**src/rtl/hazard_pkg.sv**
```systemverilog
// Shared types and constants for the RAT CPU pipeline hazard unit.
package hazard_pkg;

    localparam int unsigned WB_AW = 5;
    localparam logic [1:0]  RF_SEL_SCR = 2'b01;

    typedef enum logic [1:0] {
        RUN        = 2'd0,
        FLUSH      = 2'd1,
        INT_DRAIN  = 2'd2,
        INT_INJECT = 2'd3
    } hz_state_t;

endpackage

```
**src/rtl/pipeline_hazard_unit_if.sv**
```systemverilog
// Decode/EX hazard inputs and bubble/interrupt controls exchanged with the hazard unit.
interface pipeline_hazard_unit_if #(
    parameter int unsigned WB_AW = hazard_pkg::WB_AW
);
    logic             dec_valid;
    logic             dec_uses_x;
    logic             dec_uses_y;
    logic [WB_AW-1:0] dec_x_addr;
    logic [WB_AW-1:0] dec_y_addr;
    logic             ex_RF_WR;
    logic [1:0]       ex_RF_WR_SEL;
    logic [WB_AW-1:0] ex_WB_ADDR;
    logic             ex_branch_taken;
    logic             intr_req;
    logic             i_flag;
    logic             nop;
    logic             interupt;
    logic             pc_stall;
    logic             intr_ack;

    // Pipeline side: supplies stage status, consumes the controls.
    modport master (
        output dec_valid, dec_uses_x, dec_uses_y, dec_x_addr, dec_y_addr,
        output ex_RF_WR, ex_RF_WR_SEL, ex_WB_ADDR, ex_branch_taken,
        output intr_req, i_flag,
        input  nop, interupt, pc_stall, intr_ack
    );

    // Hazard unit side.
    modport slave (
        input  dec_valid, dec_uses_x, dec_uses_y, dec_x_addr, dec_y_addr,
        input  ex_RF_WR, ex_RF_WR_SEL, ex_WB_ADDR, ex_branch_taken,
        input  intr_req, i_flag,
        output nop, interupt, pc_stall, intr_ack
    );

endinterface

```
**src/rtl/hazard_cmp.sv**
```systemverilog
// Load-use detector: a scratch-RAM load in EX whose destination feeds a decode operand.
module hazard_cmp #(
    parameter int unsigned WB_AW = hazard_pkg::WB_AW
) (
    input  logic             ex_rf_wr,
    input  logic [1:0]       ex_rf_wr_sel,
    input  logic [WB_AW-1:0] ex_wb_addr,
    input  logic             dec_valid,
    input  logic             dec_uses_x,
    input  logic [WB_AW-1:0] dec_x_addr,
    input  logic             dec_uses_y,
    input  logic [WB_AW-1:0] dec_y_addr,
    output logic             load_use_c
);
    import hazard_pkg::*;

    logic ex_is_load_c;
    logic x_hit_c;
    logic y_hit_c;

    assign ex_is_load_c = ex_rf_wr && (ex_rf_wr_sel == RF_SEL_SCR);
    assign x_hit_c      = dec_uses_x && (dec_x_addr == ex_wb_addr);
    assign y_hit_c      = dec_uses_y && (dec_y_addr == ex_wb_addr);
    assign load_use_c   = ex_is_load_c && dec_valid && (x_hit_c || y_hit_c);

endmodule

```
**src/rtl/pipeline_hazard_unit.sv**
```systemverilog
// Bubble, stall and interrupt-injection sequencer feeding control_vector_reg.
module pipeline_hazard_unit #(
    parameter int unsigned BRANCH_BUBBLES = 2,
    parameter int unsigned DRAIN_CYCLES   = 2,
    parameter int unsigned WB_AW          = hazard_pkg::WB_AW
) (
    input  logic                 clk,
    input  logic                 rst_n,
    pipeline_hazard_unit_if.slave hz
);
    import hazard_pkg::*;

    localparam int unsigned CNT_MAX = (BRANCH_BUBBLES > DRAIN_CYCLES) ? BRANCH_BUBBLES
                                                                      : DRAIN_CYCLES;
    localparam int unsigned CNT_W   = $clog2(CNT_MAX + 1);

    localparam logic [CNT_W-1:0] CNT_ONE    = CNT_W'(1);
    localparam logic [CNT_W-1:0] BR_RELOAD  = CNT_W'(BRANCH_BUBBLES - 1);
    localparam logic [CNT_W-1:0] BR_POST    = CNT_W'(BRANCH_BUBBLES);
    localparam logic [CNT_W-1:0] DRAIN_LOAD = CNT_W'(DRAIN_CYCLES);

    hz_state_t        state;
    hz_state_t        state_nxt;
    logic [CNT_W-1:0] cnt;
    logic [CNT_W-1:0] cnt_nxt;

    logic load_use_c;
    logic nop_c;
    logic interupt_c;
    logic pc_stall_c;
    logic intr_ack_c;

    hazard_cmp #(
        .WB_AW (WB_AW)
    ) u_cmp (
        .ex_rf_wr     (hz.ex_RF_WR),
        .ex_rf_wr_sel (hz.ex_RF_WR_SEL),
        .ex_wb_addr   (hz.ex_WB_ADDR),
        .dec_valid    (hz.dec_valid),
        .dec_uses_x   (hz.dec_uses_x),
        .dec_x_addr   (hz.dec_x_addr),
        .dec_uses_y   (hz.dec_uses_y),
        .dec_y_addr   (hz.dec_y_addr),
        .load_use_c   (load_use_c)
    );

    always_ff @(posedge clk or negedge rst_n) begin
        if (!rst_n) begin
            state <= RUN;
            cnt   <= '0;
        end else begin
            state <= state_nxt;
            cnt   <= cnt_nxt;
        end
    end

    // Next state, bubble counter and per-cycle controls.
    always_comb begin
        state_nxt  = state;
        cnt_nxt    = cnt;
        nop_c      = 1'b0;
        interupt_c = 1'b0;
        pc_stall_c = 1'b0;
        intr_ack_c = 1'b0;

        case (state)
            RUN: begin
                if (hz.ex_branch_taken) begin
                    nop_c = 1'b1;
                    if (BRANCH_BUBBLES > 1) begin
                        state_nxt = FLUSH;
                        cnt_nxt   = BR_RELOAD;
                    end
                end else if (load_use_c) begin
                    nop_c      = 1'b1;
                    pc_stall_c = 1'b1;
                end else if (hz.intr_req && hz.i_flag) begin
                    // Current instruction proceeds; draining starts next cycle.
                    state_nxt = INT_DRAIN;
                    cnt_nxt   = DRAIN_LOAD;
                end
            end

            FLUSH: begin
                nop_c = 1'b1;
                if (hz.ex_branch_taken) begin
                    if (BRANCH_BUBBLES > 1) begin
                        cnt_nxt = BR_RELOAD;
                    end else begin
                        state_nxt = RUN;
                        cnt_nxt   = '0;
                    end
                end else begin
                    cnt_nxt = cnt - CNT_ONE;
                    if (cnt <= CNT_ONE) begin
                        state_nxt = RUN;
                        cnt_nxt   = '0;
                    end
                end
            end

            INT_DRAIN: begin
                // Entry is committed: branches and a dropped request are ignored here.
                nop_c      = 1'b1;
                pc_stall_c = 1'b1;
                cnt_nxt    = cnt - CNT_ONE;
                if (cnt <= CNT_ONE) begin
                    state_nxt = INT_INJECT;
                    cnt_nxt   = '0;
                end
            end

            INT_INJECT: begin
                interupt_c = 1'b1;
                intr_ack_c = 1'b1;
                pc_stall_c = 1'b1;
                if (BRANCH_BUBBLES == 0) begin
                    state_nxt = RUN;
                    cnt_nxt   = '0;
                end else begin
                    state_nxt = FLUSH;
                    cnt_nxt   = BR_POST;
                end
            end

            default: begin
                state_nxt = RUN;
                cnt_nxt   = '0;
            end
        endcase
    end

    // Reset forces every control low immediately, without waiting for a clock.
    assign hz.nop      = nop_c      & rst_n;
    assign hz.interupt = interupt_c & rst_n;
    assign hz.pc_stall = pc_stall_c & rst_n;
    assign hz.intr_ack = intr_ack_c & rst_n;

endmodule

```
**src/flat_wrapper.sv**
```systemverilog
// flat-port wrapper written by rule: the top's interface ports become plain ports
module pipeline_hazard_unit_flat import hazard_pkg::*;
#(
    parameter int unsigned BRANCH_BUBBLES = 2,
    parameter int unsigned DRAIN_CYCLES   = 2,
    parameter int unsigned WB_AW          = hazard_pkg::WB_AW
)
  (clk, rst_n, hz_dec_valid, hz_dec_uses_x, hz_dec_uses_y, hz_dec_x_addr, hz_dec_y_addr, hz_ex_RF_WR, hz_ex_RF_WR_SEL, hz_ex_WB_ADDR, hz_ex_branch_taken, hz_intr_req, hz_i_flag, hz_nop, hz_interupt, hz_pc_stall, hz_intr_ack);
  pipeline_hazard_unit_if #(.WB_AW(WB_AW)) hz_i ();
  input  logic clk;
  input  logic rst_n;
  input wire logic [$bits(hz_i.dec_valid)-1:0] hz_dec_valid;
  input wire logic [$bits(hz_i.dec_uses_x)-1:0] hz_dec_uses_x;
  input wire logic [$bits(hz_i.dec_uses_y)-1:0] hz_dec_uses_y;
  input wire logic [$bits(hz_i.dec_x_addr)-1:0] hz_dec_x_addr;
  input wire logic [$bits(hz_i.dec_y_addr)-1:0] hz_dec_y_addr;
  input wire logic [$bits(hz_i.ex_RF_WR)-1:0] hz_ex_RF_WR;
  input wire logic [$bits(hz_i.ex_RF_WR_SEL)-1:0] hz_ex_RF_WR_SEL;
  input wire logic [$bits(hz_i.ex_WB_ADDR)-1:0] hz_ex_WB_ADDR;
  input wire logic [$bits(hz_i.ex_branch_taken)-1:0] hz_ex_branch_taken;
  input wire logic [$bits(hz_i.intr_req)-1:0] hz_intr_req;
  input wire logic [$bits(hz_i.i_flag)-1:0] hz_i_flag;
  output wire logic [$bits(hz_i.nop)-1:0] hz_nop;
  output wire logic [$bits(hz_i.interupt)-1:0] hz_interupt;
  output wire logic [$bits(hz_i.pc_stall)-1:0] hz_pc_stall;
  output wire logic [$bits(hz_i.intr_ack)-1:0] hz_intr_ack;
  assign hz_i.dec_valid = hz_dec_valid;
  assign hz_i.dec_uses_x = hz_dec_uses_x;
  assign hz_i.dec_uses_y = hz_dec_uses_y;
  assign hz_i.dec_x_addr = hz_dec_x_addr;
  assign hz_i.dec_y_addr = hz_dec_y_addr;
  assign hz_i.ex_RF_WR = hz_ex_RF_WR;
  assign hz_i.ex_RF_WR_SEL = hz_ex_RF_WR_SEL;
  assign hz_i.ex_WB_ADDR = hz_ex_WB_ADDR;
  assign hz_i.ex_branch_taken = hz_ex_branch_taken;
  assign hz_i.intr_req = hz_intr_req;
  assign hz_i.i_flag = hz_i_flag;
  assign hz_nop = hz_i.nop;
  assign hz_interupt = hz_i.interupt;
  assign hz_pc_stall = hz_i.pc_stall;
  assign hz_intr_ack = hz_i.intr_ack;
  pipeline_hazard_unit #(.BRANCH_BUBBLES(BRANCH_BUBBLES), .DRAIN_CYCLES(DRAIN_CYCLES), .WB_AW(WB_AW)) u_core (.clk(clk), .rst_n(rst_n), .hz(hz_i));
endmodule
```
**config.mk**
```make
export PLATFORM = sky130hd
export DESIGN_NAME = pipeline_hazard_unit_flat
export DESIGN_NICKNAME = d
export VERILOG_FILES = /design/src/rtl/hazard_pkg.sv /design/src/rtl/pipeline_hazard_unit_if.sv /design/src/rtl/hazard_cmp.sv /design/src/rtl/pipeline_hazard_unit.sv /design/src/flat_wrapper.sv
export SDC_FILE = /design/constraint.sdc
export NUM_CORES = 1
export LEC_CHECK = 0
export BUFFER_PORTS_ARGS = -buffer_cell sky130_fd_sc_hd__clkbuf_2
export CELL_PAD_IN_SITES_DETAIL_PLACEMENT = 0
export CELL_PAD_IN_SITES_GLOBAL_PLACEMENT = 1
export CORE_MARGIN = 5
export CORE_UTILIZATION = 31
export CTS_BUF_LIST = sky130_fd_sc_hd__clkbuf_16
export DETAILED_ROUTE_END_ITERATION = 16
export GPL_ROUTABILITY_DRIVEN = 0
export PLACE_DENSITY = 0.79
export SLEW_MARGIN = 20
export SYNTH_ARGS = -nofsm -noshare
export SYNTH_HDL_FRONTEND = slang
export SYNTH_SLANG_ARGS = --single-unit
```
**constraint.sdc**
```tcl
create_clock -name clk -period 3.65 [get_ports clk]
set_input_delay 0.365 -clock clk [delete_from_list [all_inputs] [get_ports clk]]
set_output_delay 0.365 -clock clk [all_outputs]
set_load 0.02 [all_outputs]
```
==> run summary <==
TritonRoute pass-1 iters -> 2
placed instance count -> 108
die area -> 2610 um^2
Syn Inst Count -> 65
largest net degree at the start of global routing -> 10
crit share post-route -> 60.7%
CP Cell Sequence -> inv_1 -> ha_1 -> and2b_4 -> nand3_1 -> a211oi_1 -> clkbuf_2
first-pass GRT wire length -> 2220 um
Mapped Nets -> 95
Synth top area share -> 19.1%
final number of hold-violating endpoints -> 0
via/cell ratio -> 4.90
Synth cell types -> 30
data required time of the worst path -> 3280 ps
vias -> 549
latest clock arrival within the worst-skew pair -> 220 ps
TritonCTS clock tree -> done
Worst R2R End -> u_core.cnt[1]$_DFFE_PN0P_
slowest cell on the critical path -> dfrtp_1
R2R cell count -> 7
status -> complete, no violations
Antenna Nets Post-Route -> 0
Yosys warning total -> 0
count leader, synth -> xnor2_1
nets -> 128
critical path endpoint category -> output pin
syn avg cell area -> 8.07 um^2
Fin Clk Skew -> 0.975 ps
Synth area leaders -> dfrtp_1 (19%), xnor2_1 (17%), ha_1 (9.5%)
peak supply drop -> 0.301 mV
DP HPWL -> 1080 um
worst-margin pin slew -> 269 ps
power per cell area -> 662 nW/um^2
Seq/Total Area, Yosys -> 19.1%
standard-cell rows -> 14
Worst slew margin -> 81.9%
Clk pin slew, worst setup/hold paths -> 30 ps
H-tree depth -> 1
Max Slew Vio Count -> 0
clock buffer depth -> 2
CP Class -> flop to output pin
WP data arrival -> 1850 ps
fin cells -> 112
most frequent cells after synthesis -> xnor2_1 (10), nand2_1 (6), o21ai_0 (6)
crit path from -> u_core.state[0]$_DFFE_PN0P_
num ports -> 30
Synth Cell Area -> 524 um^2
Initial Utilization -> 33.6%
Top FF cell, synth -> dfrtp_1
GRT overflow -> 0
final WL -> 1250 um
total negative slack -> 0 ps
I/O Buffers -> 29
Setup Buffers After CTS -> 0
Post-synth EDFFs -> 0
die width -> 51.1 um
type of the tightest min-delay check -> input pin to asynchronous set/reset pin
GR Util All Layers -> 11.1%
crit path launch type -> flop
P&R area growth vs syn -> 45.3%
Lkg Pwr -> 0.364 nW
antenna cells -> 0
root buf cell -> clkbuf_16
initial antenna violation count -> 0
CTS sink count -> 4
Die Span Y -> 51.1 um
Remaining DRCs -> 0
maxcap violations -> 0
RSZ-0062 raised after global routing -> false
max frequency -> 451 MHz
post-synth top area cell -> dfrtp_1
Placeable Area -> 1560 um^2
FF-to-FF Start -> u_core.state[0]$_DFFE_PN0P_
Tmin final -> 2220 ps
CTS Buf Count -> 3
vias in the first global route -> 588
WL per Instance -> 11.1 um
Reg2Reg Setup Slack -> 1930 ps
Setup crit end -> hz_pc_stall
crit-path max cell delay -> 400 ps
layout cells sized above 1 -> 39.6%
initial DRC count -> 3
Critical Path Fanout Max -> 9
final setup fails -> 0
register bit total from synthesis -> 4
share of flip-flops with an asynchronous set or reset -> 100%
## critical path: cells and delay by family (launching register included)
family          cells  cell delay [ps]
flops               1              400
buf+inv             2              320
compound gates      1              240
simple gates        2              330
fa+ha+maj           1              320
## sequential cells by signal, indices dropped and copies added (netlist names)
signal,count
u_core.state,2
u_core.cnt,2
## cells in the final DEF, fill, tap and decap left out, types with 2 or more instances in the layout
master	synthesis	layout
ha_1	4	4
nor2_1	4	4
nand2_1	6	6
o21ai_0	6	6
nand4_1	2	2
clkbuf_2	0	29
inv_1	5	5
dfrtp_1	4	4
nor3_1	3	3
xnor2_1	10	10
clkbuf_16	0	3
## how the worst min path moves through the flow
| stage | cells after the start | endpoint | startpoint |
|---|---|---|---|
| finish | 2 | u_core.state[1]$_DFFE_PN0P_ | rst_n |
| detailed placement | 1 | u_core.state[1]$_DFFE_PN0P_ | rst_n |
| global placement | 1 | u_core.cnt[0]$_DFFE_PN0P_ | rst_n |
| CTS | 2 | u_core.state[1]$_DFFE_PN0P_ | rst_n |
| global route | 2 | u_core.cnt[0]$_DFFE_PN0P_ | rst_n |
| floorplan | 0 | u_core.cnt[0]$_DFFE_PN0P_ | rst_n |
## power breakdown
part	switching (W)	internal, W
Combinational	0.000140	0.000110
Sequential	0.0000173	0.0000672
Clock	0.0000302	0.000140
## layout make-up
type,instances,area [um^2]
well taps,16,20.0
fillers,146,797
repair buffers,30,155
clock buffers,3,75.1
multi-input cells,54,393
flip-flops and latches,4,100
inverters,5,18.8
## cell families after synthesis
group           Yosys count  share of synthesized area [%]
compound gates           17                           24.6
xor+xnor                 10                           16.7
fa+ha+maj                 4                           9.55
buf+inv                   7                           5.97
flops                     4                           19.1
mux                       1                           1.91
simple gates             22                           22.2
## repair_timing
item	CTS	global route
hold endpoints to repair	4	0
setup endpoints to repair	0	0
gates resized for setup	0	0
hold buffers	1	0
## through the flow
step                hold WS [ps]  total power, W  setup slack, ps  instance area, um^2  util (%)
finish                       504        0.000504             1430                  762      48.9
global route                 521        0.000556             1290                  762      48.9
CTS                          493        0.000513             1430                  762      48.9
detailed placement           189        0.000334             1670                  677      43.4
global placement             192        0.000335             1670                  677      43.4
floorplan                   69.4        0.000277             1680                  524         -
## metal layers
| metal | vias to the layer above | track usage (%) | wire length (um) | share of wire, % |
|---|---|---|---|---|
| met5 | - | 0 | 0 | 0 |
| met3 | 2 | 0.872 | 109 | 8.7 |
| met2 | 27 | 17.4 | 580 | 47 |
| li1 | 292 | - | - | - |
| met1 | 228 | 13.4 | 537 | 43 |
| met4 | 0 | 10.3 | 19 | 1.5 |
Note: power is estimated with default switching activity, not from simulation.
